==> config.mk <==
export PLATFORM = sky130hd
export DESIGN_NAME = controller_flat
export DESIGN_NICKNAME = d
export VERILOG_FILES = /design/src/rtl/controller_if.sv /design/src/rtl/controller.sv /design/src/flat_wrapper.sv
export SDC_FILE = /design/constraint.sdc
export NUM_CORES = 1
export LEC_CHECK = 0
export ABC_AREA = 1
export CAP_MARGIN = 10
export CORE_MARGIN = 2
export CORE_UTILIZATION = 23
export CTS_CLUSTER_DIAMETER = 100
export CTS_CLUSTER_SIZE = 14
export DETAILED_ROUTE_END_ITERATION = 7
export PLACE_DENSITY_LB_ADDON = 0.15
export REMOVE_ABC_BUFFERS = 1
export SYNTH_ARGS = -nofsm -noshare
export SYNTH_HDL_FRONTEND = slang
export SYNTH_SLANG_ARGS = --single-unit
==> constraint.sdc <==
create_clock -name clk -period 1.1 [get_ports clk]
set_input_delay 0.22 -clock clk [delete_from_list [all_inputs] [get_ports clk]]
set_output_delay 0.22 -clock clk [all_outputs]
set_load 0.02 [all_outputs]
==> src/rtl/controller_if.sv <==
// rtl/controller_if.sv - opcode/flag inputs and control strobes between the sequencer and the datapath
interface controller_if;
  logic [2:0] opcode;
  logic       zero;
  logic       sel;
  logic       rd;
  logic       ld_ir;
  logic       inc_pc;
  logic       ld_pc;
  logic       ld_ac;
  logic       wr;
  logic       data_e;
  logic       halt;
  logic [2:0] phase;

  modport master (
    input  opcode, zero,
    output sel, rd, ld_ir, inc_pc, ld_pc, ld_ac, wr, data_e, halt, phase
  );

  modport slave (
    output opcode, zero,
    input  sel, rd, ld_ir, inc_pc, ld_pc, ld_ac, wr, data_e, halt, phase
  );
endinterface

==> src/rtl/controller.sv <==
// rtl/controller.sv - eight-phase instruction sequencer with an absorbing halt state
module controller (
  input  logic         clk,
  input  logic         rst_n,
  controller_if.master bus
);

  typedef enum logic [3:0] {
    INST_ADDR  = 4'd0,
    INST_FETCH = 4'd1,
    INST_LOAD  = 4'd2,
    IDLE       = 4'd3,
    OP_ADDR    = 4'd4,
    OP_FETCH   = 4'd5,
    ALU_OP     = 4'd6,
    STORE      = 4'd7,
    HALTED     = 4'd8
  } state_e;

  localparam logic [2:0] OP_HLT = 3'b000;
  localparam logic [2:0] OP_SKZ = 3'b001;
  localparam logic [2:0] OP_ADD = 3'b010;
  localparam logic [2:0] OP_AND = 3'b011;
  localparam logic [2:0] OP_XOR = 3'b100;
  localparam logic [2:0] OP_LDA = 3'b101;
  localparam logic [2:0] OP_STO = 3'b110;
  localparam logic [2:0] OP_JMP = 3'b111;

  state_e state_q, state_d;
  logic   alu_op;
  logic   is_hlt, is_sto, is_jmp, is_skz;

  assign alu_op = (bus.opcode == OP_ADD) || (bus.opcode == OP_AND) ||
                  (bus.opcode == OP_XOR) || (bus.opcode == OP_LDA);
  assign is_hlt = (bus.opcode == OP_HLT);
  assign is_sto = (bus.opcode == OP_STO);
  assign is_jmp = (bus.opcode == OP_JMP);
  assign is_skz = (bus.opcode == OP_SKZ);

  always_ff @(posedge clk or negedge rst_n) begin
    if (!rst_n) state_q <= INST_ADDR;
    else        state_q <= state_d;
  end

  always_comb begin
    state_d = state_q;
    case (state_q)
      INST_ADDR:  state_d = INST_FETCH;
      INST_FETCH: state_d = INST_LOAD;
      INST_LOAD:  state_d = IDLE;
      IDLE:       state_d = OP_ADDR;
      OP_ADDR:    state_d = is_hlt ? HALTED : OP_FETCH;
      OP_FETCH:   state_d = ALU_OP;
      ALU_OP:     state_d = STORE;
      STORE:      state_d = INST_ADDR;
      HALTED:     state_d = HALTED;
      default:    state_d = INST_ADDR;
    endcase
  end

  // Outputs decode from the current state only, plus opcode/zero in the operand phases.
  always_comb begin
    bus.sel    = 1'b0;
    bus.rd     = 1'b0;
    bus.ld_ir  = 1'b0;
    bus.inc_pc = 1'b0;
    bus.ld_pc  = 1'b0;
    bus.ld_ac  = 1'b0;
    bus.wr     = 1'b0;
    bus.data_e = 1'b0;
    bus.halt   = 1'b0;
    bus.phase  = state_q[2:0];
    case (state_q)
      INST_ADDR:  bus.sel = 1'b1;
      INST_FETCH: begin
        bus.sel = 1'b1;
        bus.rd  = 1'b1;
      end
      INST_LOAD, IDLE: begin
        bus.sel   = 1'b1;
        bus.rd    = 1'b1;
        bus.ld_ir = 1'b1;
      end
      OP_ADDR: begin
        bus.inc_pc = !is_hlt;
        bus.halt   = is_hlt;
      end
      OP_FETCH:   bus.rd = alu_op;
      ALU_OP: begin
        bus.rd     = alu_op;
        bus.inc_pc = is_skz && bus.zero;
        bus.ld_pc  = is_jmp;
        bus.data_e = is_sto;
      end
      STORE: begin
        bus.rd     = alu_op;
        bus.ld_ac  = alu_op;
        bus.ld_pc  = is_jmp;
        bus.data_e = is_sto;
        bus.wr     = is_sto;
      end
      HALTED: begin
        bus.halt  = 1'b1;
        bus.phase = 3'd7;
      end
      default: ;
    endcase
  end

endmodule

==> src/flat_wrapper.sv <==
// flat-port wrapper written by rule: the top's interface ports become plain ports
module controller_flat 
  (clk, rst_n, bus_opcode, bus_zero, bus_sel, bus_rd, bus_ld_ir, bus_inc_pc, bus_ld_pc, bus_ld_ac, bus_wr, bus_data_e, bus_halt, bus_phase);
  controller_if bus_i ();
  input  logic clk;
  input  logic rst_n;
  input wire logic [$bits(bus_i.opcode)-1:0] bus_opcode;
  input wire logic [$bits(bus_i.zero)-1:0] bus_zero;
  output wire logic [$bits(bus_i.sel)-1:0] bus_sel;
  output wire logic [$bits(bus_i.rd)-1:0] bus_rd;
  output wire logic [$bits(bus_i.ld_ir)-1:0] bus_ld_ir;
  output wire logic [$bits(bus_i.inc_pc)-1:0] bus_inc_pc;
  output wire logic [$bits(bus_i.ld_pc)-1:0] bus_ld_pc;
  output wire logic [$bits(bus_i.ld_ac)-1:0] bus_ld_ac;
  output wire logic [$bits(bus_i.wr)-1:0] bus_wr;
  output wire logic [$bits(bus_i.data_e)-1:0] bus_data_e;
  output wire logic [$bits(bus_i.halt)-1:0] bus_halt;
  output wire logic [$bits(bus_i.phase)-1:0] bus_phase;
  assign bus_i.opcode = bus_opcode;
  assign bus_i.zero = bus_zero;
  assign bus_sel = bus_i.sel;
  assign bus_rd = bus_i.rd;
  assign bus_ld_ir = bus_i.ld_ir;
  assign bus_inc_pc = bus_i.inc_pc;
  assign bus_ld_pc = bus_i.ld_pc;
  assign bus_ld_ac = bus_i.ld_ac;
  assign bus_wr = bus_i.wr;
  assign bus_data_e = bus_i.data_e;
  assign bus_halt = bus_i.halt;
  assign bus_phase = bus_i.phase;
  controller u_core (.clk(clk), .rst_n(rst_n), .bus(bus_i));
endmodule
After elaboration in Yosys (flattened, before gate mapping) --
Index checks and enable logic that the tools add are counted.
Word-level totals: register bits after elaboration 4, bits of input ports 6, output and inout port bits 12, word-level logic and storage cells 40
Operators by class: equal/unequal tests 15, multiplexer cells 12, reduce and logical (&&, ||, !) cells 12
Operators by type and width (count):
- one-hot mux 4 bit (8 select lines) | 1
- equality test 4 x 3 -> 1 bit, second input constant | 4
- equality test 3 bit, second input constant | 4
- equality test 4 x 2 -> 1 bit, second input constant | 2
- equality test 3 x 2 -> 1 bit, second input constant | 2
- 2-to-1 mux 1 bit | 6
- one-hot mux 1 bit (2 select lines) | 3
- OR reduction 3 bit | 2
- equality test 4 x 1 -> 1 bit, second input constant | 1
- equality test 4 bit, second input constant | 1
- zero test 4 bit | 1
- 2-to-1 mux 4 bit | 1
- OR reduction 2 bit | 2
- OR reduction 4 bit | 1
- equality test 3 x 1 -> 1 bit, second input constant | 1
- zero test 3 bit | 1
- logical OR 1 bit | 3
- 2-to-1 mux 3 bit | 1
- logical AND 1 bit | 1
- zero test 1 bit | 1

Depth between registers and ports, before layout --
Gate-level depths: netlist of the first run.
depth in word-level cells 5, gate-level depth with buffers 6, gate-level depth less buffers 6

Worst setup path before layout of the first run --
Ideal clock, no wire load.
path type flip-flop to output port, start reg u_core.state_q[3], end out bus_data_e, arrival time 0.961 ns, data required time 0.880 ns, setup slack -0.081 ns, stages on the path, launching flop included 4, path buffers 0, cell sequence dfrtp_1 > nor2_2 > nand2_1 > nor2_1
On the way: word-level cells in the longest chain between the ends 3, elaborated cells on any way between the ends 4, classes of those cells eq/ne: 2; mux: 1; reduce/logical: 1
Ends and longest elaborated chain:
- from (decl) | line controller.sv:29 | state_e state_q, state_d;
- from (signal assigned) | line controller.sv:42 | else state_q <= state_d;
- equality test 4 x 3 -> 1 bit | line controller.sv:73 | case (state_q)
- OR reduction 2 bit (no source line) (*)
- 2-to-1 mux 1 bit (*) | line controller.sv:73
- to (decl) | line flat_wrapper.sv:16 | output wire logic [$bits(bus_i.data_e)-1:0] bus_data_e;
Every way passes the cells marked *; elsewhere a longest branch is shown, timed or not.

Worst setup path in the final report of the first run --
start reg u_core.state_q[1], end out bus_halt
On the way: word-level cells in the longest chain between the ends 2, elaborated cells on any way between the ends 3, classes of those cells eq/ne: 2; mux: 1
Ends and longest elaborated chain:
- equality test 4 bit / equality test 4 x 3 -> 1 bit (equally long branches) | line controller.sv:73
- one-hot mux 1 bit (2 select lines) (*) | line controller.sv:73
- to (decl) | line flat_wrapper.sv:17 | output wire logic [$bits(bus_i.halt)-1:0] bus_halt;
Marks and branches as above.

==> results of run 1 <==
## what timing repair did
action	in CTS	in global routing
pin swaps	7	8
endpoints found under the setup margin	12	15
setup buffers	8	5
gates resized for setup	93	23
## cell usage after synthesis (all sizes together)
cell type / count
dfrtp: 4
inv: 10
nand2: 23
nand3: 4
nor2: 13
nor3: 2
o21ai: 2
## critical path: stages (launching register included)
cell and delay, ps:
dfrtp_2 430, nor2_4 210, nand2_1 120, o21ai_2 120, buf_4 150
## power by group
part           switching [mW]  total [mW]  internal [mW]
sequential             0.0826       0.301          0.218
clock                  0.0547       0.176          0.122
combinational           0.903        1.88          0.974
total                    1.04        2.35           1.31
## stage by stage
stage | area [um^2] | std cells
3_3_place_gp | 612 | 101
5_1_grt | 853 | 116
6_report | 853 | 116
3_5_place_dp | 612 | 101
2_1_floorplan | 340 | 58
4_1_cts | 762 | 112
## per-layer routing
layer  global-route usage, %  up-vias
met1                    16.6      223
met3                    5.60        2
li1                        -      263
met4                    3.13        0
met2                    28.6       13
met5                       0        -
## area by class of cell
type | count | area (um^2) | area share [%]
Clock buffer | 3 | 22.5 | 2.64
Inverter | 10 | 40.0 | 4.69
Multi-Input combinational cell | 44 | 297 | 34.8
Sequential cell | 4 | 104 | 12.2
Tap cell | 15 | 18.8 | 2.20
Timing Repair Buffer | 40 | 372 | 43.5
## worst paths after layout
check	slack [ps]	to	startpoint	depth (start not counted)
worst min register to register	530	u_core.state_q[1]	u_core.state_q[3]	1
worst max register to register	-30	u_core.state_q[2]	u_core.state_q[3]	8
min in group clk	380	u_core.state_q[2]	bus_opcode[1]	5
worst max-delay path	-370	bus_halt	u_core.state_q[1]	4
worst min-delay path	190	u_core.state_q[1]	rst_n	1
max in group asynchronous	730	u_core.state_q[0]	rst_n	1
## cell families (layout without fill, tap and decap cells)
family | count (synthesis) | after routing | synth area share (%)
compound gates | 2 | 2 | 5.15
buf+inv | 10 | 53 | 11.0
simple gates | 42 | 42 | 54.4
flops | 4 | 4 | 29.4
==> impl_metrics.ini, run 1 <==
[timing]
holdWs_ps = 190
period_needed_ps = 1470
setup-tns-final_ps = -3740
finalCritPeriodShare_pct = 134
maxSlewHeadroom_pct = 87.0
finalHoldViolations = 0
fmax_ghz = 0.681
finClkSkew_ps = 2.22
tightest_slew_ps = 194
setup_viol_count_final = 13
slew_violations = 0
rsz0062_at_grt = yes
final.setup.worst_slack_ps = -369

[power_and_ir_drop]
cellPowerDensity_mw_per_mm2 = 2760
power_mw = 2.35
ir_worst_vdd_uv = 1030
p_leak_nw = 0.436

[die]
io_pins = 18
die_w_um = 42.5
fp.dieH_um = 42.5
die_area_mm2 = 0.00180
core_mm2 = 0.00133
core.rowCount = 13
start_util_pct = 25.5

[logic_synthesis]
yosysTopAreaCellShare_pct = 29.4
synth_cell_types = 12
synthesis.area_um2 = 340
synth.avg_cell_area_um2 = 5.87
syn_inst = 58
seq_area_frac_synth_pct = 29.4
synthTopCellsByArea = dfrtp_1, nand2_1, nor2_1
ys_seq_elements = 4
yosysTopAreaCell = dfrtp_1
yosysWarnings = 0

[finish]
mostFrequentLayoutCells = buf_4, buf_6, nand2_1, nand2_2
fillCellCount = 119
final_common_cell = buf_4
drive_gt1_share_pct = 71.3
top_regs = u_core.state_q x4
area_growth_pct = 151
antennaDiodeCount = 0
final_util_pct = 64.0
largest_register_ffs = 4
top_register = u_core.state_q
nNetsFinal = 109

[routing]
dr_wl_met2_um = 779
drc = 0
via_per_inst = 4.32
ant_nets = 0
vias = 501
dr_wl_met3_um = 61
highest_layer = met4
drt-met1-wl_um = 494
wirelength_mm = 1.35
drt_iter0_drc = 9
post_drt_wl_per_cell_um = 11.6
dr.pass1.iters = 3

[worst_setup_path]
critical_path.max_fanout = 5
critPathLaunchType = flip-flop
crit_required_ps = 880
cp-end-kind = output pin
critPathKind = reg -> out
crit_arrival_ps = 1250

[clock_network]
clockBufferDepth = 2
cts_tree = done
clk_pin_slew_ps = 40
hold_buffers = 0
numCtsBuffers = 3
cts-htree-levels = 1
root_buffer = clkbuf_4
cts.sinks = 4
clkLatencyLatePin_ps = 230

[grt]
grt_start_max_net_pins = 6
grt_pass1_vias = 494
grt_overflow = 0
grt_antenna_before_repair = 0
grt_use_total_pct = 15.5
grt_pass1_wl_mm = 2.10

[run]
cap_violations = 0

[worst_hold_path]
hold_path.class = in -> async

[run_status]
violations = negative setup slack
status = complete, but fails checks

[placed_design]
gp_congestion = 0.767
numPortBuffers = 17
dp_slack_ps = -812
hpwl_um = 793
Note: power is estimated with default switching activity, not from simulation.
==> inputs of run 2 (changes only) <==
--- a/config.mk
+++ b/config.mk
@@ -13,6 +13,7 @@
 export CTS_CLUSTER_SIZE = 14
 export DETAILED_ROUTE_END_ITERATION = 7
 export PLACE_DENSITY_LB_ADDON = 0.15
+export RECOVER_POWER = 100
 export REMOVE_ABC_BUFFERS = 1
 export SYNTH_ARGS = -nofsm -noshare
 export SYNTH_HDL_FRONTEND = slang
==> constraint.sdc (replaced) <==
create_clock -name clk -period 1.8 [get_ports clk]
set_input_delay 0.36 -clock clk [delete_from_list [all_inputs] [get_ports clk]]
set_output_delay 0.36 -clock clk [all_outputs]
set_load 0.02 [all_outputs]
==> run 2 against run 1 <==
Against the previous run:
- the flow now finishes without violations
- first-iteration DRC count decreased by 56%
- sequential share of layout area increased by 5.1 points
- clock power decreased by 38%
- critical endpoint is now bus_wr
- largest cell class is now multi-input gates
- highest routed layer is now met3
==> impl_metrics.ini, run 2 (synthesized netlist as in run 1, its figures left out) <==
[timing]
finalHoldViolations = 0
final.setup.worst_slack_ps = 82.1
period_needed_ps = 1720
finClkSkew_ps = 3.16
fmax_ghz = 0.582
finalCritPeriodShare_pct = 95.4
maxSlewHeadroom_pct = 83.6
tightest_slew_ps = 247
rsz0062_at_grt = no
setup_viol_count_final = 0
slew_violations = 0

[run_status]
status = finished clean

[worst_setup_path]
ff2ff_path_depth = 5
cpMaxStageDelayCell = clkdlybuf4s50_1
path_depth = 5
cpLargestDelayFamily = buffers and inverters
crit_required_ps = 1440
r2r_end = u_core.state_q[3]
critPathCapture = bus_wr
critical_path.max_fanout = 4
critPathKind = in -> out
crit_chain = clkdlybuf4s50_1 -> inv_2 -> nand3_1 -> nor2_1 -> clkdlybuf4s15_2
cp-startpoint = bus_opcode[0]
crit_path_max_incr_delay_ps = 440
crit_arrival_ps = 1360
regToRegStartpoint = u_core.state_q[2]
critPathLaunchType = input pin
cp-end-kind = output pin
path_buf_inv = 3
reg2reg_slack_ps = 730

[routing]
dr.pass1.iters = 3
wirelength_um = 868
post_drt_wl_per_cell_um = 8.51
drt_iter0_drc = 4
via_per_inst = 4.12
drc = 0
ant_nets = 0
vias = 420

[die]
die_w_um = 42.5
core.rowCount = 13
die_area_mm2 = 0.00180
io_pins = 18
core_mm2 = 0.00133
fp.dieH_um = 42.5
start_util_pct = 25.5

[clock_network]
numCtsBuffers = 3
cts_tree = done
clk_pin_slew_ps = 40
clockBufferDepth = 2
clkLatencyLatePin_ps = 230
cts-htree-levels = 1
post_cts_buffers = 0
hold_buffers = 0
root_buffer = clkbuf_4
cts.sinks = 4

[finish]
fillCellCount = 158
final_common_cell = nand2_1
top_regs = u_core.state_q x4
final_cell_count_no_fill = 102
drive_gt1_share_pct = 35.6
area_growth_pct = 70.2
nNetsFinal = 95
mostFrequentLayoutCells = nand2_1, nor2_1, buf_4, inv_1, clkbuf_2
top_register = u_core.state_q
antennaDiodeCount = 0
largest_register_ffs = 4

[grt]
grt_overflow = 0
grt_pass1_vias = 353
grt_pass1_wl_mm = 1.43
grt_start_max_net_pins = 6
grt_use_total_pct = 10.4
grt_antenna_before_repair = 0

[placed_design]
dp_slack_ps = -396
hpwl_um = 762
placed_cells = 99
gp_congestion = 0.734
numPortBuffers = 17

[power_and_ir_drop]
p_leak_nw = 0.346
cellPowerDensity_mw_per_mm2 = 1510
power_mw = 0.877
ir_worst_vdd_uv = 602

[run]
cap_violations = 0

[worst_hold_path]
hold_path.class = in -> async
## run 2: cell types whose count changed in the layout (fill, tap and decap cells not counted), moves of 3 or more
cell      previous run  this run
nand2_1             14        23
nor2_1               5        10
nor2_4               5         1
inv_1                4         7
dfrtp_2              3         0
clkbuf_2             1         6
buf_4               19         8
dfrtp_1              1         4
buf_6               15         0
nand2_2              7         0
## run 2: stage by stage
step	utilization [%]	instance area [um^2]	hold WS, ps	TNS, ps
4_1_cts	44.7	596	327	0
5_1_grt	43.4	579	405	0
6_report	43.4	579	400	0
3_3_place_gp	44.7	597	526	-2470
3_5_place_dp	44.7	597	521	-2460
2_1_floorplan	-	340	64.4	0
## run 2: metal layers
| metal | vias to the layer above | wire length, um | track usage (%) |
|---|---|---|---|
| li1 | 235 | - | - |
| met1 | 174 | 422 | 14.0 |
| met2 | 11 | 392 | 15.1 |
| met3 | 0 | 52 | 5.17 |
| met4 | 0 | 0 | 1.88 |
| met5 | - | 0 | 0 |
## run 2: area by class of cell
cell class / count / area [um^2] / area share (%)
Clock buffer: 3 / 22.5 / 3.89
Inverter: 10 / 37.5 / 6.48
Multi-Input combinational cell: 44 / 205 / 35.4
Sequential cell: 4 / 100 / 17.3
Tap cell: 15 / 18.8 / 3.24
Timing Repair Buffer: 26 / 195 / 33.7
## run 2: where the power goes
| part | switching, mW | leakage, nW | internal, mW | total [mW] |
|---|---|---|---|---|
| clock | 0.0344 | 0.0138 | 0.0744 | 0.109 |
| sequential | 0.0503 | 0.0493 | 0.128 | 0.179 |
| combinational | 0.350 | 0.282 | 0.240 | 0.590 |
## run 2: worst min-delay path by stage
| stage | start | slack (ps) | to | depth (start not counted) |
|---|---|---|---|---|
| after floorplan | rst_n | 60 | u_core.state_q[0] | 0 |
| after global placement | u_core.state_q[3] | 530 | u_core.state_q[1] | 1 |
| after detailed placement | u_core.state_q[3] | 520 | u_core.state_q[1] | 1 |
| after CTS | rst_n | 330 | u_core.state_q[1] | 1 |
| after global routing | rst_n | 410 | u_core.state_q[3] | 1 |
| final | rst_n | 400 | u_core.state_q[3] | 1 |
## run 2: worst reg2reg max path, stage by stage (launching register included)
cell	delay [ps]
dfrtp_1	370
inv_1	110
nor2_2	170
nand2_1	110
buf_4	140
o21ai_2	100
## run 2: what timing repair did
item | 4_1_cts | 5_1_grt
setup endpoints to repair | 12 | 9
pin swaps | 2 | 0
resized for setup | 29 | 12
